[src/rtl/traffic_ctrl.sv]
// Two-road intersection controller with pedestrian walk phase.
// Moore FSM; every output is decoded from the state register.
module traffic_ctrl #(
    parameter int T_MG_MIN = 20,
    parameter int T_Y      = 4,
    parameter int T_AR     = 2,
    parameter int T_SG_MIN = 5,
    parameter int T_SG_MAX = 15,
    parameter int CNT_W    = 8
) (
    input  logic       clk,
    input  logic       reset,
    input  logic       side_req,
    input  logic       ped_req,
    output logic [2:0] main_lt,
    output logic [2:0] side_lt,
    output logic       walk,
    output logic [2:0] state
);

    localparam logic [2:0] S_MG  = 3'd0;
    localparam logic [2:0] S_MY  = 3'd1;
    localparam logic [2:0] S_AR1 = 3'd2;
    localparam logic [2:0] S_SG  = 3'd3;
    localparam logic [2:0] S_SY  = 3'd4;
    localparam logic [2:0] S_AR2 = 3'd5;

    localparam logic [CNT_W-1:0] C_MG  = CNT_W'(T_MG_MIN - 1);
    localparam logic [CNT_W-1:0] C_Y   = CNT_W'(T_Y - 1);
    localparam logic [CNT_W-1:0] C_AR  = CNT_W'(T_AR - 1);
    localparam logic [CNT_W-1:0] C_SGN = CNT_W'(T_SG_MIN - 1);
    localparam logic [CNT_W-1:0] C_SGX = CNT_W'(T_SG_MAX - 1);
    localparam logic [CNT_W-1:0] C_SAT = '1;

    logic [2:0]       r_state;
    logic [CNT_W-1:0] r_cnt;
    logic             r_ped_pend;
    logic [2:0]       w_next;
    logic             w_enter_sg;

    always_ff @(posedge clk) begin
        if (reset) begin
            r_state <= S_MG;
        end else begin
            r_state <= w_next;
        end
    end

    // Dwell counter restarts on every state change, saturates otherwise.
    always_ff @(posedge clk) begin
        if (reset) begin
            r_cnt <= '0;
        end else if (w_next != r_state) begin
            r_cnt <= '0;
        end else if (r_cnt != C_SAT) begin
            r_cnt <= r_cnt + CNT_W'(1);
        end
    end

    assign w_enter_sg = (r_state == S_AR1) && (w_next == S_SG);

    // Entering SG serves the pending walk, even if the button is pressed on that edge.
    always_ff @(posedge clk) begin
        if (reset) begin
            r_ped_pend <= 1'b0;
        end else if (w_enter_sg) begin
            r_ped_pend <= 1'b0;
        end else if (ped_req && (r_state != S_SG)) begin
            r_ped_pend <= 1'b1;
        end
    end

    always_comb begin
        w_next = r_state;
        case (r_state)
            S_MG: begin
                if ((r_cnt >= C_MG) && (side_req || r_ped_pend))
                    w_next = S_MY;
            end
            S_MY: begin
                if (r_cnt == C_Y)
                    w_next = S_AR1;
            end
            S_AR1: begin
                if (r_cnt == C_AR)
                    w_next = S_SG;
            end
            S_SG: begin
                if ((r_cnt == C_SGX) || ((r_cnt >= C_SGN) && !side_req))
                    w_next = S_SY;
            end
            S_SY: begin
                if (r_cnt == C_Y)
                    w_next = S_AR2;
            end
            S_AR2: begin
                if (r_cnt == C_AR)
                    w_next = S_MG;
            end
            default: w_next = S_MG;
        endcase
    end

    always_comb begin
        main_lt = 3'b001;
        side_lt = 3'b100;
        walk    = 1'b0;
        case (r_state)
            S_MY: begin
                main_lt = 3'b010;
            end
            S_AR1, S_AR2: begin
                main_lt = 3'b100;
            end
            S_SG: begin
                main_lt = 3'b100;
                side_lt = 3'b001;
                walk    = 1'b1;
            end
            S_SY: begin
                main_lt = 3'b100;
                side_lt = 3'b010;
            end
            default: begin
                main_lt = 3'b001;
                side_lt = 3'b100;
                walk    = 1'b0;
            end
        endcase
    end

    assign state = r_state;

endmodule

[config.mk]
export PLATFORM = sky130hd
export DESIGN_NAME = traffic_ctrl
export DESIGN_NICKNAME = d
export VERILOG_FILES = /design/src/rtl/traffic_ctrl.sv
export SDC_FILE = /design/constraint.sdc
export NUM_CORES = 1
export LEC_CHECK = 0
export BUFFER_PORTS_ARGS = -buffer_cell sky130_fd_sc_hd__buf_2
export CAP_MARGIN = 20
export CORE_MARGIN = 2
export CORE_UTILIZATION = 49
export DETAILED_ROUTE_END_ITERATION = 8
export PLACE_DENSITY = 0.76
export SYNTH_ARGS = -nofsm -noshare
export SYNTH_HDL_FRONTEND = slang
export SYNTH_SLANG_ARGS = --single-unit
[constraint.sdc]
create_clock -name clk -period 1.9 [get_ports clk]
set_clock_uncertainty 0.2 [all_clocks]
set_input_delay 0.095 -clock clk [delete_from_list [all_inputs] [get_ports clk]]
set_output_delay 0.095 -clock clk [all_outputs]
set_load 0.02 [all_outputs]
-- Yosys cells after proc, flatten, opt, wreduce, memory -nomap -nowiden
Cells that the tools add are included.
- output and inout port bits: 10
- input bits: 4
- word-level logic and storage cells: 39
- register bits: 12
- magnitude comparators: 2
- add/subtract/negate cells: 1
- reduce and logical (&&, ||, !) cells: 11
- multiplexer cells: 10
- equality and inequality tests: 12
- operator list (kind ; count):
    $mux W3 ; 6
    $pmux W3 S6 ; 1
    $pmux W3 S2 ; 2
    $eq A3 B2 Y1 const B ; 3
    $add A8 B1 Y8 const B ; 1
    $eq A8 B1 Y1 const B ; 1
    $eq A8 B2 Y1 const B ; 1
    $eq A8 B4 Y1 const B ; 1
    $ge A8 B3 Y1 const B ; 1
    $ge A8 B5 Y1 const B ; 1
    $ne A8 B8 Y1 const B ; 1
    $eq A3 B3 Y1 const B ; 2
    $logic_and A1 B1 Y1 ; 4
    $reduce_or A2 Y1 ; 2
    $reduce_or A4 Y1 ; 1
    $eq A3 B1 Y1 const B ; 1
    $logic_not A3 Y1 ; 1
    $ne A3 B2 Y1 const B ; 1
    $ne A3 B3 Y1 ; 1
    $logic_or A1 B1 Y1 ; 2
    $logic_not A1 Y1 ; 1
    $mux W1 ; 1

-- Longest topological paths before layout
Gate-level depths: netlist (run 1).
- depth after elaboration: 8
- gate-level depth with buffers: 7
- mapped depth without buffers: 6

-- Worst setup path after synthesis (run 1)
No wires, ideal clock.
- path kind: flip-flop to flip-flop
- start: register r_state[2] (netlist: state[2])
- end: register r_cnt[1]
- slack: -0.315 ns
- arrival time: 1.889 ns
- buffers on the path: 1
- setup time: 0.126 ns
- stages on the path, launching flop included: 7
- clock period less this slack: 2.215 ns
- required time: 1.574 ns
- cell sequence: dfxtp_1 -> buf_4 -> nor3b_1 -> nand4_1 -> o21a_2 -> a31oi_1 -> a2111oi_2
- cells in the longest elaborated chain, start to end: 4
- elaborated cells on any way between the ends: 15
- classes of those cells: eq/ne (6); mux (7); reduce/logical (2)
- RTL lines (what ; RTL line ; source):
    from (decl) ; 35 ; logic [2:0] r_state;
    from (signal assigned) ; 45 ; r_state <= w_next;
    $eq A3 B3 Y1 (tied with other cells) ; 75 ; case (r_state)
    $pmux W3 S6 ; 75 ;
    $ne A3 B3 Y1 (*) ; 53 ; end else if (w_next != r_state) begin
    $reduce_or A2 Y1 (no source line) (*) ; n/a ;
    to (signal assigned) ; 56 ; r_cnt <= r_cnt + CNT_W'(1);
    to (decl) ; 36 ; logic [CNT_W-1:0] r_cnt;
Mark *: on every way between the ends. The rest lies on a longest branch, timed or not.
A chain may end at the register's enable or synchronous reset.

-- Worst setup path after layout (run 1)
- start: register r_cnt[6]
- end: register r_cnt[7]
- cells in the longest elaborated chain, start to end: 7
- elaborated cells on any way between the ends: 19
- classes of those cells: add/sub (1); order compare (2); eq/ne (5); mux (7); reduce/logical (4)
- RTL lines (what ; RTL line ; source):
    $ge A8 B3 Y1 ; 89 ; if ((r_cnt == C_SGX) || ((r_cnt >= C_SGN) && !side_req))
    $logic_and A1 B1 Y1 ; 89 ;
    $logic_or A1 B1 Y1 ; 89 ;
    $mux W3 ; 89 ;
    $pmux W3 S6 ; 75 ;
    $ne A3 B3 Y1 ; 53 ;
    $reduce_or A2 Y1 (no source line) ; n/a ;
Parallel ways exist; a longest one is shown, timed or not.

==> results of run 1 <==
synthesized netlist by cell type, types with 2 or more instances:
| cell | instances |
|---|---|
| sky130_fd_sc_hd__a31oi_1 | 3 |
| sky130_fd_sc_hd__inv_1 | 5 |
| sky130_fd_sc_hd__nand4_1 | 3 |
| sky130_fd_sc_hd__buf_4 | 4 |
| sky130_fd_sc_hd__ha_1 | 4 |
| sky130_fd_sc_hd__buf_6 | 2 |
| sky130_fd_sc_hd__o21ai_0 | 7 |
| sky130_fd_sc_hd__dfxtp_1 | 12 |
| sky130_fd_sc_hd__nor3b_1 | 2 |
| sky130_fd_sc_hd__a21oi_1 | 3 |
| sky130_fd_sc_hd__and3_1 | 4 |
| sky130_fd_sc_hd__a41oi_1 | 2 |
| sky130_fd_sc_hd__nor2_1 | 15 |
| sky130_fd_sc_hd__nand3_1 | 8 |
| sky130_fd_sc_hd__nand2_1 | 2 |
power by group through the flow:
stage               Clock, mW  Combinational (mW)  Sequential [mW]
detailed placement          0              0.0672            0.270
finish                  0.211              0.0803            0.268
global route            0.225              0.0858            0.269
CTS                     0.213              0.0748            0.268
global placement            0              0.0650            0.270
floorplan                   0              0.0405            0.267
cell type report:
type                    instances  area, um2
flip-flops and latches         12        262
well taps                      25       31.3
clock buffers                   4       36.3
multi-input cells              80        633
repair buffers                 36        240
fillers                       139        487
inverters                       5       18.8
layer usage:
layer  wire [um]  track usage [%]  part of all wire, %
met4          51             13.1                  2.1
met3         107             5.49                  4.4
met2        1240             46.7                   51
met5           0                0                    0
met1        1030             26.1                   42
critical path, cell delays in order (launching register included):
cell,delay (ns)
sky130_fd_sc_hd__dfxtp_4,0.38
sky130_fd_sc_hd__nor4_4,0.05
sky130_fd_sc_hd__buf_4,0.16
sky130_fd_sc_hd__a41o_2,0.27
sky130_fd_sc_hd__a221o_2,0.39
sky130_fd_sc_hd__o22a_4,0.23
sky130_fd_sc_hd__a211oi_2,0.13
cells by family (layout without fill, tap and decap cells):
group | count (synthesis) | after routing
XOR/XNOR | 2 | 2
AO/OA/AOI/OAI | 29 | 29
flip-flops | 12 | 12
buffers and inverters | 12 | 45
adder cells (fa/ha/maj) | 4 | 4
AND/OR/NAND/NOR | 44 | 44
multiplexers | 1 | 1
flip-flops by register name (all words and copies together), names as in the netlist:
name / count
r_cnt: 8
state: 3
r_ped_pend: 1
per-stage QoR:
stage          cells  util (%)  hold WS [ns]  total power, mW
5_1_grt          162      71.5       0.00625            0.580
3_5_place_dp     155      63.2         0.161            0.337
2_1_floorplan    104         -       -0.0359            0.308
3_3_place_gp     155      63.2         0.159            0.335
4_1_cts          162      69.9        0.0106            0.556
6_report         162      71.5      -0.00598            0.559
path summary, 6_finish.rpt:
check / start / end / slack (ns) / cells past startpoint
max reg2reg: r_cnt[6] / r_cnt[7] / 0.02 / 6
max: r_cnt[6] / r_cnt[7] / 0.02 / 6
min: ped_req / r_ped_pend / -0.006 / 4
min reg2reg: r_ped_pend / r_ped_pend / 0.34 / 2
repair_timing:
| action | CTS | global route |
|---|---|---|
| cloned | 0 | 0 |
| setup buffers | 2 | 0 |
| pin swaps | 4 | 5 |
| endpoints found under the setup margin | 8 | 9 |
| resized for setup | 13 | 10 |
| hold buffers | 1 | 0 |
| endpoints found under the hold margin | 3 | 0 |
==> run summary, run 1 <==
Summing every instance area after synthesis gives 880 um2. The min-delay analysis places its worst path in the category in2reg. The register bit count reported by yosys came out at 12. The number of remaining DRC errors is 0.

The upper clock frequency limit is 532 MHz. The portion of synthesized cell area occupied by the leading cell type is 27.3%. The later pin in the worst-skew pair is clocked with a latency of 0.28 ns. The number of iterations in the first detailed-routing pass came out at 4. Setup repair after global routing could not meet its margin everywhere.

The starting utilization of the core area is 51.5%. The register area share after synthesis is 27.3%. The first global-routing pass estimated 3820 um of wire. The proportion of power drawn by combinational gates is 14.4%. Input and output buffers added on the ports amount to 13. STA puts the critical path data required time at 1.90 ns.

The switching power share of the total is 26.3%. In this run the core area contains 15 standard-cell rows. The pin count of the biggest net entering global routing came out at 8.

The synthesized instance count came out at 104. The area of the die is 2150 um2. The aggregate negative setup slack is 0 ns. The worst setup path is captured at a register. The clock network accounts for 37.7% of the total power. In this run, CTS created clock tree buffers numbering 3. The weighted congestion reported at the end of routability-driven placement is 0.917. Prior to clock tree synthesis, the placed netlist has a worst setup slack of -0.0577 ns. CTS built an H-tree with a depth of 1. The clock transition at the registers of the reported paths is 0.08 ns. At the worst endpoint, the arrival time is 1.88 ns. The cell at the root of the clock tree is sky130_fd_sc_hd__clkbuf_4. Summing the areas of all fa, ha and maj instances in the mapped netlist gives 5.69% of the synthesized area. The initial antenna violation count is 0. The number of global-route vias before repair was 868. The placed standard-cell area is 1080 um2. The core area is 1710 um2. The number of synthesized flops with an enable pin came out at 0.

For this design the static power due to leakage is 0.540 nW. The complex-gate fraction of the synthesized area is 26.9%. The number of vias per cell is 5.86. The area added between synthesis and finish is 38.8%. The final route contains 949 vias. The worst setup path is of the reg2reg kind. The cell type with the largest total area after synthesis is sky130_fd_sc_hd__dfxtp_1. TritonCTS built the clock tree. Along the worst path, the maximum fanout reaches 7.

The run finished, with violations left. The antenna diode count is 0. Per report_power, the sequential group accounts for 47.9% of the total. The number of clock sinks seen by CTS came out at 12. The worst IR drop on VDD is 0.507 mV.

From left edge to right edge, the die measures 46.4 um. In the post-synthesis netlist, the biggest area contributors are sky130_fd_sc_hd__dfxtp_1, sky130_fd_sc_hd__nor2_1, sky130_fd_sc_hd__ha_1, sky130_fd_sc_hd__nand3_1, sky130_fd_sc_hd__o21ai_0. The internal power came out at 412 uW. The worst setup path is launched from a register.

Synthesis produced a netlist with a net count of 112. The post-detailed-placement half-perimeter wirelength is 1740 um. The slew of the pin with the lowest slew margin came out at 0.309 ns. The post-route minimum period came out at 1.88 ns. Yosys mapped the design onto 43 distinct sky130hd cell types. Counting flops with an async set or reset pin after synthesis yields a share of 0%. The hold violation total from the final report came out at 1. Summed over all nets, the switching power comes to 147 uW. The main combinational cell family by area after synthesis is simple AND/OR/NAND/NOR gates. For this design the ratio of total power to cell area is 458 nW/um2. The xor/xnor cell area share of the yosys netlist came out at 1.99%. The synthesized netlist devotes 28.3% of its cell area to simple gates. The fraction of final layout cells with drive strength greater than 1 is 53.3%. After layout, the worst setup slack is 0.0207 ns. The post-synthesis average cell area is 8.46 um2. The total number of yosys warnings is 0. The wire length after detailed routing is 2430 um. Leaving out fill and tap cells, the most frequent cells in the layout are sky130_fd_sc_hd__buf_4, sky130_fd_sc_hd__nor2_1, sky130_fd_sc_hd__buf_2.

The aggregate global-route resource usage is 25.3%. The checks that failed: hold timing. The summed area of non-filler cells in the final layout came out at 1220 um2. The routed length per instance came out at 15.0 um. The net count of the finished layout came out at 146. The max-cap violation count came out at 0. Setup violations remaining at the end of the flow were counted as 0. The residual overflow from global routing came out at 0. The number of nets still failing antenna checks after routing is 0. The I/O pin count came out at 14. No sink is reached through more buffers than the 2 on the longest clock path.

The die outline height came out at 46.4 um. The most common cell after layout, fill and taps aside is sky130_fd_sc_hd__buf_4. The final-layout worst hold slack is -0.00598 ns. The multiplexer area fraction after synthesis came out at 1.14%.

The first-iteration detailed-routing DRC count is 20. The number of pins with negative max-slew slack in the final report was 0. The final period utilization came out at 98.9%. For this run, the leading register cell type out of synthesis is sky130_fd_sc_hd__dfxtp_1. The remaining max-slew budget at the tightest pin came out at 79.4%.
Power figures use the tool's default switching activity.
==> run 2, diff against run 1 <==
Settings changed: GPL_TIMING_DRIVEN set to 0.
==> run 2 against run 1 <==
The run ends with setup timing left. Sequential power decreased by 2%. Die area stayed put. Sequential share of layout area down 0.89 points. Total power is 0.22% higher. Combinational power up 18%. Critical path type unchanged. Largest power group unchanged.
==> run summary, run 2 (synthesis results as in run 1) <==
Along the worst path, the maximum fanout reaches 9. The number of vias per cell came out at 5.87. The library cell used most frequently in the layout, excluding fill and tap cells, is sky130_fd_sc_hd__buf_4. Clock tree synthesis found a total of 12 sinks.

The area of the die came out at 2150 um2. For the worst setup path, the data required time is 1.87 ns. The area added between synthesis and finish is 46.9%.

More flip-flops sit in one register than any other, and that register is r_cnt. The post-route minimum period came out at 1.92 ns. Clock latency on the worst-skew pair, taken at its later pin, is 0.28 ns. For the final routed database, the setup TNS stands at -0.0212 ns. The pin count of the biggest net entering global routing came out at 12.

By startpoint and endpoint, the worst setup path is classified as reg2reg. The total via count in the routed design came out at 963. The first-iteration detailed-routing DRC count is 24. The type of element launching the critical path is a register. The worst setup path is captured at a register. For this design the ratio of total power to cell area is 433 nW/um2.

The starting utilization of the core area came out at 51.5%. Routability-driven placement finished with a final weighted congestion of 0.864. The worst hold path class is in2reg. The clock tree from TritonCTS is built. The number of pins with negative max-slew slack in the final report is 0. The final period utilization came out at 101%. The placed standard-cell area came out at 987 um2. The first-pass GRT wire length is 3780 um. The critical path goes through buf_6 > nor2_2 > a41o_2 > a221o_2 > buf_4 > a2111oi_4.

At the pin with the least slew margin, the transition time is 0.331 ns. For this run, design rule violations remaining after detail routing come to 0. The aggregate global-route resource usage is 24.9%. The number of placement rows is 15. The number of cells traversed by the worst hold path is 4. The clock transition at the registers of the reported paths came out at 0.08 ns. The number of iterations in the first detailed-routing pass is 4. Setup slack on the critical path of the routed design comes to -0.0212 ns. The tree is rooted in a sky130_fd_sc_hd__clkbuf_4. The longest clock path from root to sink contains 2 buffers.

In the layout the commonest cells are sky130_fd_sc_hd__buf_4, sky130_fd_sc_hd__buf_2, sky130_fd_sc_hd__nor2_1. The hold violation total from the final report came out at 0. The critical path starts at r_cnt[3].

The initial antenna violation count came out at 0. The I/O pin count came out at 14. The floorplan step set the die width to 46.4 um. The upper clock frequency limit came out at 521 MHz. The startpoint identified for the worst hold timing path is ped_req. The run finished, with violations left. Setup repair after global routing could not meet its margin everywhere.

The antenna diode count is 0. The final reports fail on setup timing. The net count of the finished layout is 148. The number of global-route vias before repair is 869.

The leakage power of the design came out at 0.560 nW. The launch instance of the worst register-to-register path is r_cnt[3]. The fraction of final layout cells with drive strength greater than 1 is 56.1%.

The stage delay of the slowest cell on the critical path is 0.36 ns. The post-detailed-placement half-perimeter wirelength came out at 1330 um. Setup violations remaining at the end of the flow were counted as 1. The number of nets still failing antenna checks after routing came out at 0. The TritonCTS buffer count is 3. The max-cap violation count came out at 0. The summed area of non-filler cells in the final layout is 1290 um2. IR analysis of the VDD net gives a maximum drop of 0.372 mV. In this run the vertical extent of the chip is 46.4 um.

The remaining max-slew budget at the tightest pin came out at 77.8%. The residual overflow from global routing came out at 0. The final-layout worst hold slack is 0.00177 ns. The routed length per instance is 14.9 um.

Buffers placed on the I/O ports in this run total 13. The wire length after detailed routing is 2440 um. The largest individual stage delay along the critical path comes from the cell sky130_fd_sc_hd__a221o_2. The core area is 1710 um2. The register with the most flip-flops in the layout has 8 of them. The cell count of the worst reg-to-reg path came out at 6. The level count of the clock H-tree is 1. The critical path arrival is 1.89 ns.
-- run 2: cell count changes in the layout (fill, tap and decap cells not counted), sizes merged --
cell	delta
buf	+2
-- run 2: path summary, 6_finish.rpt --
path           endpoint  slack (ns)
max            r_cnt[1]       -0.02
min          r_ped_pend       0.002
max reg2reg    r_cnt[1]       -0.02
min reg2reg    r_cnt[7]        0.29
-- run 2: timing repair --
action,CTS,global route
endpoints found under the setup margin,8,10
hold buffers,1,0
hold endpoints to repair,3,0
setup buffers,13,6
resized for setup,28,8
pin swaps,13,12
-- run 2: layout make-up --
| cell class | count | area, um2 |
|---|---|---|
| flip-flops and latches | 12 | 265 |
| plain buffers | 5 | 52.6 |
| fillers | 122 | 415 |
| repair buffers | 33 | 218 |
| inverters | 5 | 21.3 |
| multi-input cells | 80 | 668 |
| clock buffers | 4 | 36.3 |
| well taps | 25 | 31.3 |
-- run 2: worst max-delay path, delay by kind of cell, from the launching register on --
kind | cells | cell delay [ns]
and+or+nand+nor | 1 | 0.08
DFF | 1 | 0.34
AOI/OAI and AO/OA | 3 | 0.90
buffers and inverters | 2 | 0.29
-- run 2: stage by stage --
| step | power, mW | util (%) | instances | setup slack [ns] |
|---|---|---|---|---|
| floorplan | 0.308 | - | 104 | -0.00435 |
| global placement | 0.322 | 57.8 | 142 | -0.185 |
| detailed placement | 0.324 | 57.8 | 142 | -0.182 |
| CTS | 0.552 | 71.7 | 159 | -0.00501 |
| global route | 0.583 | 75.7 | 164 | -0.104 |
| finish | 0.560 | 75.7 | 164 | -0.0212 |
-- run 2: power breakdown --
part,switching [mW],internal [mW]
registers,0.00982,0.253
logic,0.0469,0.0480
clock network,0.0855,0.117
total,0.142,0.418
-- run 2: metal layers --
metal	GRT usage [%]	share of wire [%]
met5	0	0
met1	26.4	43
met3	5.49	3.4
met2	43.6	51
met4	16.0	2.3
==> run 3, diff against run 2 <==
Settings changed: PLACE_DENSITY 0.76 to 0.82.
==> run 3 against run 2 <==
The flow still finishes with violations (setup timing). Via count is 0.93% lower. Register-to-register slack worse by 0.04 ns. Non-clock buffer count is 5 lower. Die area stayed put. Maximum frequency is 1.9% lower. Clock power is 7% higher. Sequential share of layout area is 0.94 points higher. Core utilization is 4.3 points lower. First-iteration DRC count is 58% higher. Flip-flop and latch count stayed put. Critical path type unchanged. Largest power group unchanged.
==> run summary, run 3 (synthesis results as in run 1) <==
The run finished, with violations left. The final reports fail on setup timing. Routability-driven placement finished with a final weighted congestion of 0.894. The residual overflow from global routing is 0. The internal power is 411 uW.

The clock tree from TritonCTS is built. The total via count in the routed design came out at 954. The level count of the clock H-tree is 1.

The net count of the finished layout is 143. The post-route minimum period came out at 1.96 ns. Sequential cells burn 46.4% of the power. The hold violation total from the final report is 0. The repair_antennas step left the layout with diodes totalling 0. The number of global-route vias before repair is 774.

The number of iterations in the first detailed-routing pass is 4. The number of pins with negative max-slew slack in the final report came out at 0. The count of buffers added on input and output ports is 13. The core area came out at 1710 um2. The post-detailed-placement half-perimeter wirelength is 1430 um. Setup repair after global routing could not meet its margin everywhere. Along the worst path, the maximum fanout reaches 7.

Using the TritonRoute via totals, the vias-per-cell ratio works out to 6.00. The first-iteration detailed-routing DRC count came out at 38. The type of element launching the critical path is a register. The pin count of the biggest net entering global routing came out at 11. The floorplan step defined a die boundary enclosing 2150 um2. The proportion of power drawn by the clock network came out at 38.6%.

The worst slack after detailed placement came out at -0.213 ns. The clock latency on the worst-skew pair came out at 0.29 ns. The root buffer cell chosen for the clock tree is sky130_fd_sc_hd__clkbuf_4. The worst setup path is captured at a register. The net switching power came out at 152 uW. Row generation in the floorplan step produced 15 rows. The detail route stage leaves a number of antenna-violating nets equal to 0. The top cell types in the final layout, fill and taps aside, are sky130_fd_sc_hd__buf_4, sky130_fd_sc_hd__nor2_1, sky130_fd_sc_hd__buf_2. The aggregate global-route resource usage is 21.6%. Once the floorplan was initialized, standard cells occupied 51.5% of the core. The leakage power of the design came out at 0.526 nW. The critical path arrival came out at 1.96 ns. Static timing analysis puts the maximum clock frequency at 511 MHz. The worst hold path class is in2reg. Counting every sink on the clock net gives 12. At the worst endpoint, the required time is 1.90 ns. After detailed routing, the total wire length is 2660 um. The max-cap violation count is 0. The first global-routing pass estimated 3330 um of wire.

14 I/O pins were placed. Adding up every negative setup slack in the final design gives -0.0853 ns. The overall power after layout is 563 uW. The largest single stage delay on the critical path is 0.38 ns. The power density over cell area is 462 nW/um2. The maximum number of buffers from clock root to sink is 2.

The library cell used most frequently in the layout, excluding fill and tap cells, is sky130_fd_sc_hd__buf_4. Net switching is 27.0% of the power. The critical path is of the reg2reg type. The critical path goes through ha_4 > o31ai_4 > a211oi_2 > a2111o_1 > o22a_4 > a211oi_2.

The cell that appears most often on the critical path is sky130_fd_sc_hd__a211oi_2. The area added between synthesis and finish came out at 38.5%. The TritonCTS buffer count came out at 3.

The number of inserted filler cells in the final layout is 132. The number of remaining DRC errors is 0. The routed length per instance is 16.7 um. The worst-case IR drop observed on VDD is 0.397 mV.

The final number of setup-violating endpoints is 3. Combinational logic burns 15.0% of the power. The worst path setup slack after routing came out at -0.0587 ns. The chip width is 46.4 um. The final period utilization is 103%. After clock tree synthesis, the clock-pin slew on the worst setup and hold paths is 0.09 ns. The initial antenna violation count is 0. The register with the most flip-flops in the final layout is r_cnt. The slew of the pin with the lowest slew margin came out at 0.342 ns.

In this run the vertical extent of the chip is 46.4 um. Among all stages on the critical path, the largest delay is contributed by sky130_fd_sc_hd__dfxtp_4. The fraction of final layout cells with drive strength greater than 1 came out at 50.7%. The remaining max-slew budget at the tightest pin came out at 77.0%. The register with the most flip-flops in the layout has 8 of them.
run 3: worst paths after layout:
| path | start | slack [ns] | end | cells after the start |
|---|---|---|---|---|
| hold / removal | side_req | 0.14 | state[1] | 4 |
| hold reg to reg | r_ped_pend | 0.34 | r_ped_pend | 2 |
| setup / recovery | r_cnt[0] | -0.06 | r_cnt[7] | 6 |
| setup reg to reg | r_cnt[0] | -0.06 | r_cnt[7] | 6 |
run 3: through the flow:
stage | util (%) | hold slack [ns] | cell area (um2) | cells
2_1_floorplan | - | -0.0359 | 891 | 104
3_3_place_gp | 57.8 | 0.155 | 987 | 142
3_5_place_dp | 57.8 | 0.153 | 987 | 142
4_1_cts | 67.1 | 0.0775 | 1150 | 153
5_1_grt | 71.4 | 0.160 | 1220 | 159
6_report | 71.4 | 0.136 | 1220 | 159
run 3: what timing repair did:
item | CTS | global route
setup endpoints to repair | 8 | 9
buffers inserted | 5 | 8
hold buffers | 2 | 0
gates resized for setup | 20 | 6
pin swaps | 4 | 10
hold endpoints to repair | 4 | 0
run 3: critical path, delay by kind of cell, from the launching register on:
kind,cells,cell delay (ns)
AOI/OAI and AO/OA,5,1.09
DFF,1,0.38
adders and majority gates,1,0.19
run 3: power groups by stage:
stage	clock [mW]	combinational [mW]	sequential [mW]
final	0.217	0.0844	0.261
after global routing	0.227	0.0915	0.262
after CTS	0.217	0.0668	0.260
after detailed placement	0	0.0548	0.269
after global placement	0	0.0524	0.268
after floorplan	0	0.0405	0.267
run 3: area by class of cell:
cell class / instances / area [um2] / area share [%]
timing repair buffer: 28 / 183 / 15.0
sequential: 12 / 262 / 21.5
buffer: 5 / 41.3 / 3.39
inverter: 5 / 18.8 / 1.54
clock buffer: 4 / 36.3 / 2.98
tap: 25 / 31.3 / 2.57
multi-input combinational: 80 / 647 / 53.1
run 3: routing by layer:
layer	GRT usage (%)	wire length, um	up-vias
li1	-	-	447
met1	26.6	1130	448
met2	35.8	1320	44
met3	3.14	107	15
met4	11.4	104	0
met5	0	0	-
